===== src/rtl/rv_pkg.sv =====
// Shared RV32M divide definitions: XLEN, sequencer state encoding and m_con opcodes.
package rv_pkg;

   localparam int XLEN = 32;

   typedef enum logic [2:0] {
      S_IDLE  = 3'd0,
      S_PREP  = 3'd1,
      S_CALC  = 3'd2,
      S_FIXUP = 3'd3,
      S_DONE  = 3'd4
   } div_state_e;

   localparam logic [3:0] MCON_DIV  = 4'b1000;
   localparam logic [3:0] MCON_DIVU = 4'b1001;
   localparam logic [3:0] MCON_REM  = 4'b1010;
   localparam logic [3:0] MCON_REMU = 4'b1011;

endpackage


===== src/rtl/div_step.sv =====
// One radix-2 restoring division iteration on unsigned magnitudes.
module div_step #(
   parameter int XLEN = 32
) (
   input  logic [XLEN-1:0] rem,
   input  logic [XLEN-1:0] quo,
   input  logic [XLEN-1:0] divisor,
   output logic [XLEN-1:0] next_rem,
   output logic [XLEN-1:0] next_quo
);

   logic [XLEN:0] shifted;
   logic [XLEN:0] trial;

   // rem < divisor always holds, so the XLEN+1 bit trial cannot wrap and its MSB is the sign.
   always_comb begin
      shifted  = {rem, quo[XLEN-1]};
      trial    = shifted - {1'b0, divisor};
      next_rem = trial[XLEN] ? shifted[XLEN-1:0] : trial[XLEN-1:0];
      next_quo = {quo[XLEN-2:0], ~trial[XLEN]};
   end

endmodule


===== src/rtl/div_sequencer.sv =====
// Multi-cycle DIV/DIVU/REM/REMU sequencer: stalls the pipeline while div_step runs XLEN times.
module div_sequencer
   import rv_pkg::*;
#(
   parameter int XLEN = rv_pkg::XLEN
) (
   input  logic            clk,
   input  logic            rst,
   input  logic            start,
   input  logic [3:0]      m_con,
   input  logic [XLEN-1:0] rs1,
   input  logic [XLEN-1:0] rs2,
   input  logic            flush,
   output logic            stall,
   output logic            busy,
   output logic            done,
   output logic [XLEN-1:0] result
);

   localparam int CNT_W = $clog2(XLEN);
   localparam logic [XLEN-1:0] MIN_NEG = {1'b1, {(XLEN-1){1'b0}}};

   div_state_e state, next_state;

   logic [1:0]      op;
   logic [XLEN-1:0] dividend, divisor, rem, quo;
   logic [CNT_W-1:0] cnt;
   logic            q_neg, r_neg;

   logic            accept, is_signed, div_zero, overflow;
   logic [XLEN-1:0] abs_a, abs_b, step_rem, step_quo;

   assign accept    = start && m_con[3];
   assign is_signed = ~op[0];
   assign div_zero  = (divisor == '0);
   assign overflow  = is_signed && (dividend == MIN_NEG) && (divisor == '1);
   assign abs_a     = (is_signed && dividend[XLEN-1]) ? -dividend : dividend;
   assign abs_b     = (is_signed && divisor[XLEN-1])  ? -divisor  : divisor;

   div_step #(.XLEN(XLEN)) u_step (
      .rem      (rem),
      .quo      (quo),
      .divisor  (divisor),
      .next_rem (step_rem),
      .next_quo (step_quo)
   );

   always_ff @(posedge clk) begin
      if (rst) state <= S_IDLE;
      else     state <= next_state;
   end

   always_comb begin
      next_state = state;
      stall      = 1'b0;
      busy       = (state != S_IDLE);
      done       = 1'b0;
      case (state)
         S_IDLE: begin
            if (accept) begin
               next_state = S_PREP;
               stall      = 1'b1;
            end
         end
         S_PREP: begin
            stall      = 1'b1;
            next_state = (div_zero || overflow) ? S_DONE : S_CALC;
         end
         S_CALC: begin
            stall = 1'b1;
            if (cnt == '0) next_state = S_FIXUP;
         end
         S_FIXUP: begin
            stall      = 1'b1;
            next_state = S_DONE;
         end
         S_DONE: begin
            done       = 1'b1;
            next_state = S_IDLE;
         end
         default: next_state = S_IDLE;
      endcase
      if (flush && state != S_IDLE) next_state = S_IDLE;
   end

   // Operands are latched raw; PREP swaps the divisor for its magnitude before CALC.
   always_ff @(posedge clk) begin
      if (rst) begin
         op       <= '0;
         dividend <= '0;
         divisor  <= '0;
         rem      <= '0;
         quo      <= '0;
         cnt      <= '0;
         q_neg    <= 1'b0;
         r_neg    <= 1'b0;
         result   <= '0;
      end else begin
         case (state)
            S_IDLE: begin
               if (accept) begin
                  op       <= m_con[1:0];
                  dividend <= rs1;
                  divisor  <= rs2;
               end
            end
            S_PREP: begin
               rem     <= '0;
               quo     <= abs_a;
               divisor <= abs_b;
               cnt     <= CNT_W'(XLEN - 1);
               q_neg   <= is_signed && (dividend[XLEN-1] ^ divisor[XLEN-1]);
               r_neg   <= is_signed && dividend[XLEN-1];
               if (!flush) begin
                  if (div_zero)      result <= op[1] ? dividend : '1;
                  else if (overflow) result <= op[1] ? '0 : MIN_NEG;
               end
            end
            S_CALC: begin
               rem <= step_rem;
               quo <= step_quo;
               cnt <= cnt - 1'b1;
            end
            S_FIXUP: begin
               if (!flush)
                  result <= op[1] ? (r_neg ? -rem : rem) : (q_neg ? -quo : quo);
            end
            default: ;
         endcase
      end
   end

endmodule


===== config.mk =====
export PLATFORM = sky130hd
export DESIGN_NAME = div_sequencer
export DESIGN_NICKNAME = d
export VERILOG_FILES = /design/src/rtl/rv_pkg.sv /design/src/rtl/div_step.sv /design/src/rtl/div_sequencer.sv
export SDC_FILE = /design/constraint.sdc
export NUM_CORES = 1
export LEC_CHECK = 0
export CORE_MARGIN = 2
export CORE_UTILIZATION = 25
export DETAILED_ROUTE_END_ITERATION = 6
export HOLD_SLACK_MARGIN = 0.12
export PLACE_DENSITY = 0.42
export SYNTH_ARGS = -nofsm -noshare
export SYNTH_HDL_FRONTEND = slang
export SYNTH_SLANG_ARGS = --single-unit

===== constraint.sdc =====
create_clock -name clk -period 3 [get_ports clk]
set_clock_uncertainty 0.1 [all_clocks]
set_input_delay 0.45 -clock clk [delete_from_list [all_inputs] [get_ports clk]]
set_output_delay 0.45 -clock clk [all_outputs]
set_load 0.01 [all_outputs]

Word-level counts from Yosys, hierarchy flattened --
Index checks and enable logic that the tools add are counted. W data, S select, Z words.
Storage, ports and cells: flip-flop bits (word level) 172, bits in latches 0, memory bits (writable) 0, bits in read-only memories 0, bits of input ports 72, memories 0
Operators by class: add/subtract/negate cells 6, multiply operators 0, div/mod/pow operators 0, order comparisons 0, equality and inequality tests 12, shifts and indexed selects 0, mux-type cells 25, bitwise gates (word level) 3, reduce and logical (&&, ||, !) cells 21
Operator list (count):
- $mux W32 | 13
- $pmux W32 S2 | 4
- $neg A32 Y32 | 4
- $eq A32 B32 Y1 const B | 2
- $sub A33 B32 Y33 | 1
- $logic_not A32 Y1 | 1
- $pmux W3 S4 | 1
- $ne A2 B2 Y1 const B | 5
- $pmux W5 S2 | 1
- $mux W3 | 3
- $logic_and A1 B1 Y1 | 7
- $eq A3 B2 Y1 const B | 2
- $reduce_bool A2 Y1 | 3
- $logic_not A5 Y1 | 1
- $sub A5 B1 Y5 const B | 1
- $reduce_and A2 Y1 | 2
- $reduce_and A4 Y1 | 1
- $eq A3 B1 Y1 const B | 1
- $eq A3 B3 Y1 const B | 1
- $logic_not A3 Y1 | 1
- $ne A3 B3 Y1 const B | 1
- $reduce_and A3 Y1 | 1
- $reduce_bool A3 Y1 | 1
- $reduce_or A3 Y1 | 1
- 6 further kinds | 8

Longest topological paths before layout --
depth after elaboration 7, depth in mapped cells 14

Modules after synthesis --
From an unflattened synthesis, not the netlist that was laid out.
Unflattened totals: cells, all modules 1610, area total of the unflattened synthesis 12231.7 sq um
Modules (own cells, without submodules):
- div_sequencer | times used 1, cells an instance 1270, area each 9681.8 sq um
- div_step | times used 1, cells an instance 340, area each 2549.9 sq um

Worst setup path after synthesis --
Ideal clock, no wire load.
path kind reg2reg, start reg quo[31], end reg rem[10], setup time 0.128 ns, arrival time 3.028 ns, data required time 2.772 ns, path slack -0.256 ns, stages on the path, launching flop included 15, clock period less this slack 3.256 ns, path through dfxtp_1 > inv_1 > ha_1 > fa_1 > nand2b_1 > a21oi_1 > o21ai_1 > o21a_1 > o31ai_1 > a21oi_1 > o211ai_1 > buf_2 > buf_2 > mux2i_1 > o21ai_1
Between the ends: longest elaborated chain between the ends 3
RTL lines:
- start: declaration | RTL line div_sequencer.sv:26 | logic [XLEN-1:0] dividend, divisor, rem, quo;
- start signal: assignment | RTL line div_sequencer.sv:109 | quo <= abs_a;
- start signal: assignment | RTL line div_sequencer.sv:121 | quo <= step_quo;
- $sub A33 B32 Y33 | RTL line div_step.sv:18 | trial = shifted - {1'b0, divisor};
- $mux W32 | RTL line div_step.sv:19 | next_rem = trial[XLEN] ? shifted[XLEN-1:0] : trial[XLEN-1:0];
- $pmux W32 S2 | RTL line div_sequencer.sv:99 | case (state)
- end signal: assignment | RTL line div_sequencer.sv:120 | rem <= step_rem;
- end: declaration | RTL line div_sequencer.sv:26
Every way passes these cells. A chain may end at the register's enable or synchronous reset.

Worst setup path after layout --
start reg dividend[10], end reg result[15]
Between the ends: longest elaborated chain between the ends 5
RTL lines:
- start: declaration | RTL line div_sequencer.sv:26
- start signal: assignment | RTL line div_sequencer.sv:103 | dividend <= rs1;
- $eq A32 B32 Y1 | RTL line div_sequencer.sv:36 | assign overflow = is_signed && (dividend == MIN_NEG) && (divisor == '1);
- $logic_and A1 B1 Y1 (2 in series) | RTL line div_sequencer.sv:36
- $ne A3 B3 Y1 (no source line)
- $reduce_and A4 Y1 (no source line)
- end signal: assignment | RTL line div_sequencer.sv:115 | if (div_zero) result <= op[1] ? dividend : '1;
- end signal: assignment | RTL line div_sequencer.sv:116 | else if (overflow) result <= op[1] ? '0 : MIN_NEG;
- end signal: assignment | RTL line div_sequencer.sv:126 | result <= op[1] ? (r_neg ? -rem : rem) : (q_neg ? -quo : quo);
- end: declaration | RTL line div_sequencer.sv:17 | output logic [XLEN-1:0] result
Every way passes these cells.

==> impl_metrics.env <==
export IMPL_stdcell_count=2448
export IMPL_synth_edff_count=0
export IMPL_wl_met1_um=21900
export IMPL_startpoint="dividend[10]$_SDFFE_PP0P_"
export IMPL_clk_latency_ns=0.47
export IMPL_final_common_cell="nand2_1"
export IMPL_status="complete, but fails checks"
export IMPL_core_sq_mm=0.0456
export IMPL_multi_input_area_sq_mm=0.00853
export IMPL_cp_slowest_stage_delay_ns=0.55
export IMPL_ys_seq_area_share_pct=29.6
export IMPL_hold_viol_final=0
export IMPL_setup_ws_ns=-0.120
export IMPL_worstPathRequired_ns=3.29
export IMPL_regArea_sq_mm=0.00346
export IMPL_slew_violations=0
export IMPL_violations="negative setup slack"
export IMPL_async_reset_ff_share_pct=0
export IMPL_r2r_start="dividend[10]$_SDFFE_PP0P_"
export IMPL_relSlewSlack_pct=29.5
export IMPL_syn_num_nets=1656
export IMPL_crit_cells=12
export IMPL_timing_final_crit_share_pct=104
export IMPL_wl_per_cell_um=19.4
export IMPL_syn_to_final_growth_pct=45.4
export IMPL_endpoint_kind="register"
export IMPL_antenna_left=0
export IMPL_period_minus_slack_ns=3.12
export IMPL_finalWeightedCongestion=0.884
export IMPL_final_cell_mix="nand2_1 (236), buf_4 (225), dfxtp_1 (161), a21oi_1 (132), clkdlybuf4s50_1 (104)"
export IMPL_synth_top_area_cell="dfxtp_1"
export IMPL_syn_inst=1544
export IMPL_numCtsBuffers=17
export IMPL_final_fill_count=4825
export IMPL_crit_arrival_ns=3.41
export IMPL_yosys_top_cells_area="dfxtp_1 (30%), nand2_1 (7.7%), a21oi_1 (6.6%)"
export IMPL_grt_use_total_pct=19.6
export IMPL_synth_cell_type_count=74
export IMPL_syn_mean_instance_area_sq_um=7.52
export IMPL_startpoint_type="register"
export IMPL_nets=1947
export IMPL_start_util_pct=25.5
export IMPL_p_leak_nw=6.38
export IMPL_wl_met2_um=22100
export IMPL_path_cells="or4_4 -> nor4_4 -> nand3_2 -> or3_4 -> nor2_4 -> nor3_4 -> buf_6 -> nor3_4 -> buf_6 -> clkbuf_16 -> nand4_1 -> a21oi_1"
export IMPL_synth_top_cell_area_share_pct=29.6
export IMPL_rows=78
export IMPL_die_area_sq_mm=0.0482
export IMPL_highest_layer="met4"
export IMPL_pin_count=107
export IMPL_drt_iter0_markers=835
export IMPL_root_buffer="clkbuf_16"
export IMPL_antenna_found_initial=0
export IMPL_syn_area_sq_mm=0.0116
export IMPL_h_tree_depth=4
export IMPL_utilization_pct=37.0
export IMPL_totalPowerFinal_w=0.00729
export IMPL_drive_gt1_share_pct=24.4
export IMPL_cts_tree="built"
export IMPL_wl_um=47600
export IMPL_hold_path_class="input port to register"
export IMPL_clock_sinks=172
export IMPL_cts_max_path_buffers=2
export IMPL_path_class="register to register"
export IMPL_grt_max_degree=89
export IMPL_dp_hpwl_um=35700
export IMPL_grt_pass1_wl_um=72200
export IMPL_hold_path_depth=2
export IMPL_r2r_cells=12
export IMPL_worst_path_buf_inv=3
export IMPL_synth_ff_type="dfxtp_1"
export IMPL_cp_max_fo=4
export IMPL_viasPerCell=5.14
export IMPL_cpMaxStageDelayCell="or4_4"
export IMPL_vias=12600
export IMPL_cts_hold_buf=0
export IMPL_yosys_warnings=0
export IMPL_route_detailed_drc=0
export IMPL_synth_seq_cells=172
export IMPL_setup_viol=13
export IMPL_dpl_cell_count=2380
export IMPL_first_global_vias=12200
export IMPL_met3WireLength_um=2050
export IMPL_critical_path_top_delay_family="simple AND/OR/NAND/NOR gates"
export IMPL_diodes=0
export IMPL_worst_pin_slew_ns=1.05
export IMPL_drt_pass1_iter_count=5
export IMPL_die_w_um=220
export IMPL_vdd_drop_max_mv=0.278
export IMPL_max_freq_ghz=0.321
export IMPL_hp_start="rst"
export IMPL_fp_dieH_um=220
export IMPL_grt_overflow_total=0
export IMPL_pwr_density_cell_mw_per_mm2=432
export IMPL_rsz0062_at_grt="yes"
export IMPL_max_cap_violations=0
export IMPL_port_buffers=105
export IMPL_path_clk_slew_ns=0.07
==> per-stage QoR <==
step	setup WS (ns)	cell area, sq um	hold WS [ns]	TNS (ns)
after floorplan	0.00674	11700	0.344	0
after global placement	-0.277	14900	0.350	-13.68
after detailed placement	-0.313	14900	0.351	-14.38
after CTS	0.00229	15700	0.258	0
after global routing	-0.220	16900	0.274	-6.48
final	-0.120	16900	0.269	-0.598
==> synth_stat cells, types with 17 or more instances <==
cell,instances
dfxtp_1,172
inv_1,55
nand2_1,237
nor2_1,106
mux2i_1,31
o31ai_1,25
nor3_1,48
xor2_1,56
a22oi_1,38
a221oi_1,18
o211ai_1,20
nor4_1,17
a21oi_1,152
or3_1,23
o2111ai_1,18
o21ai_1,29
xnor2_1,60
ha_1,39
a21o_1,22
o21ai_0,71
clkbuf_1,80
==> per-layer routing <==
metal	GRT usage (%)	vias up
met5	0	-
met4	5.88	0
met3	3.09	50
met2	32.5	284
met1	26.0	6050
li1	-	6187
==> state kept, by name, indices dropped and copies added, names as in the netlist <==
register / count
rem: 32
divisor: 32
quo: 32
cnt: 5
dividend: 32
q_neg: 1
r_neg: 1
op: 2
result: 32
state: 3
==> layout make-up <==
type                            instances  share of cell area, %
Tap cell                              600                   4.45
Multi-Input combinational cell       1220                   50.5
Clock buffer                           21                   2.67
Clock inverter                         11                  0.652
Sequential cell                       172                   20.5
Inverter                               55                   1.22
Timing Repair Buffer                  369                   20.0
==> path summary, 6_finish.rpt <==
| kind | end | slack (ns) |
|---|---|---|
| max | result[15]$_SDFFE_PP0P_ | -0.12 |
| max reg2reg | result[15]$_SDFFE_PP0P_ | -0.12 |
| min reg2reg | result[2]$_SDFFE_PP0P_ | 0.36 |
| min | divisor[20]$_SDFFE_PP0P_ | 0.27 |
==> worst register-to-register path, cell delays in order, from the launching register on <==
cell and delay [ns]:
dfxtp_1 0.32, or4_4 0.55, nor4_4 0.20, nand3_2 0.17, or3_4 0.40, nor2_4 0.12
nor3_4 0.05, buf_6 0.14, nor3_4 0.26, buf_6 0.17, clkbuf_16 0.15, nand4_1 0.23
a21oi_1 0.20
==> cells by family (layout without fill, tap and decap cells) <==
kind of cell | after synthesis | count (layout) | synth area share, %
DFF | 172 | 172 | 29.6
buffers and inverters | 152 | 456 | 5.04
muxes | 32 | 32 | 2.77
xor gates and xnor gates | 116 | 116 | 8.75
and+or+nand+nor | 551 | 551 | 22.7
adders and majority gates | 40 | 40 | 4.37
AOI/OAI and AO/OA | 481 | 481 | 26.8
==> repair_timing <==
action / in CTS / in global routing
setup endpoints to repair: 66 / 67
pin swaps: 10 / 41
cloned: 1 / 5
setup buffers: 6 / 24
resized for setup: 49 / 167
==> where the power goes <==
| group | switching (W) | leakage [nW] | internal (W) |
|---|---|---|---|
| logic | 0.00135 | 4.71 | 0.00119 |
| clock network | 0.00110 | 0.270 | 0.00118 |
| registers | 0.000100 | 1.40 | 0.00237 |
No activity file was read; power rests on OpenSTA's default activity.
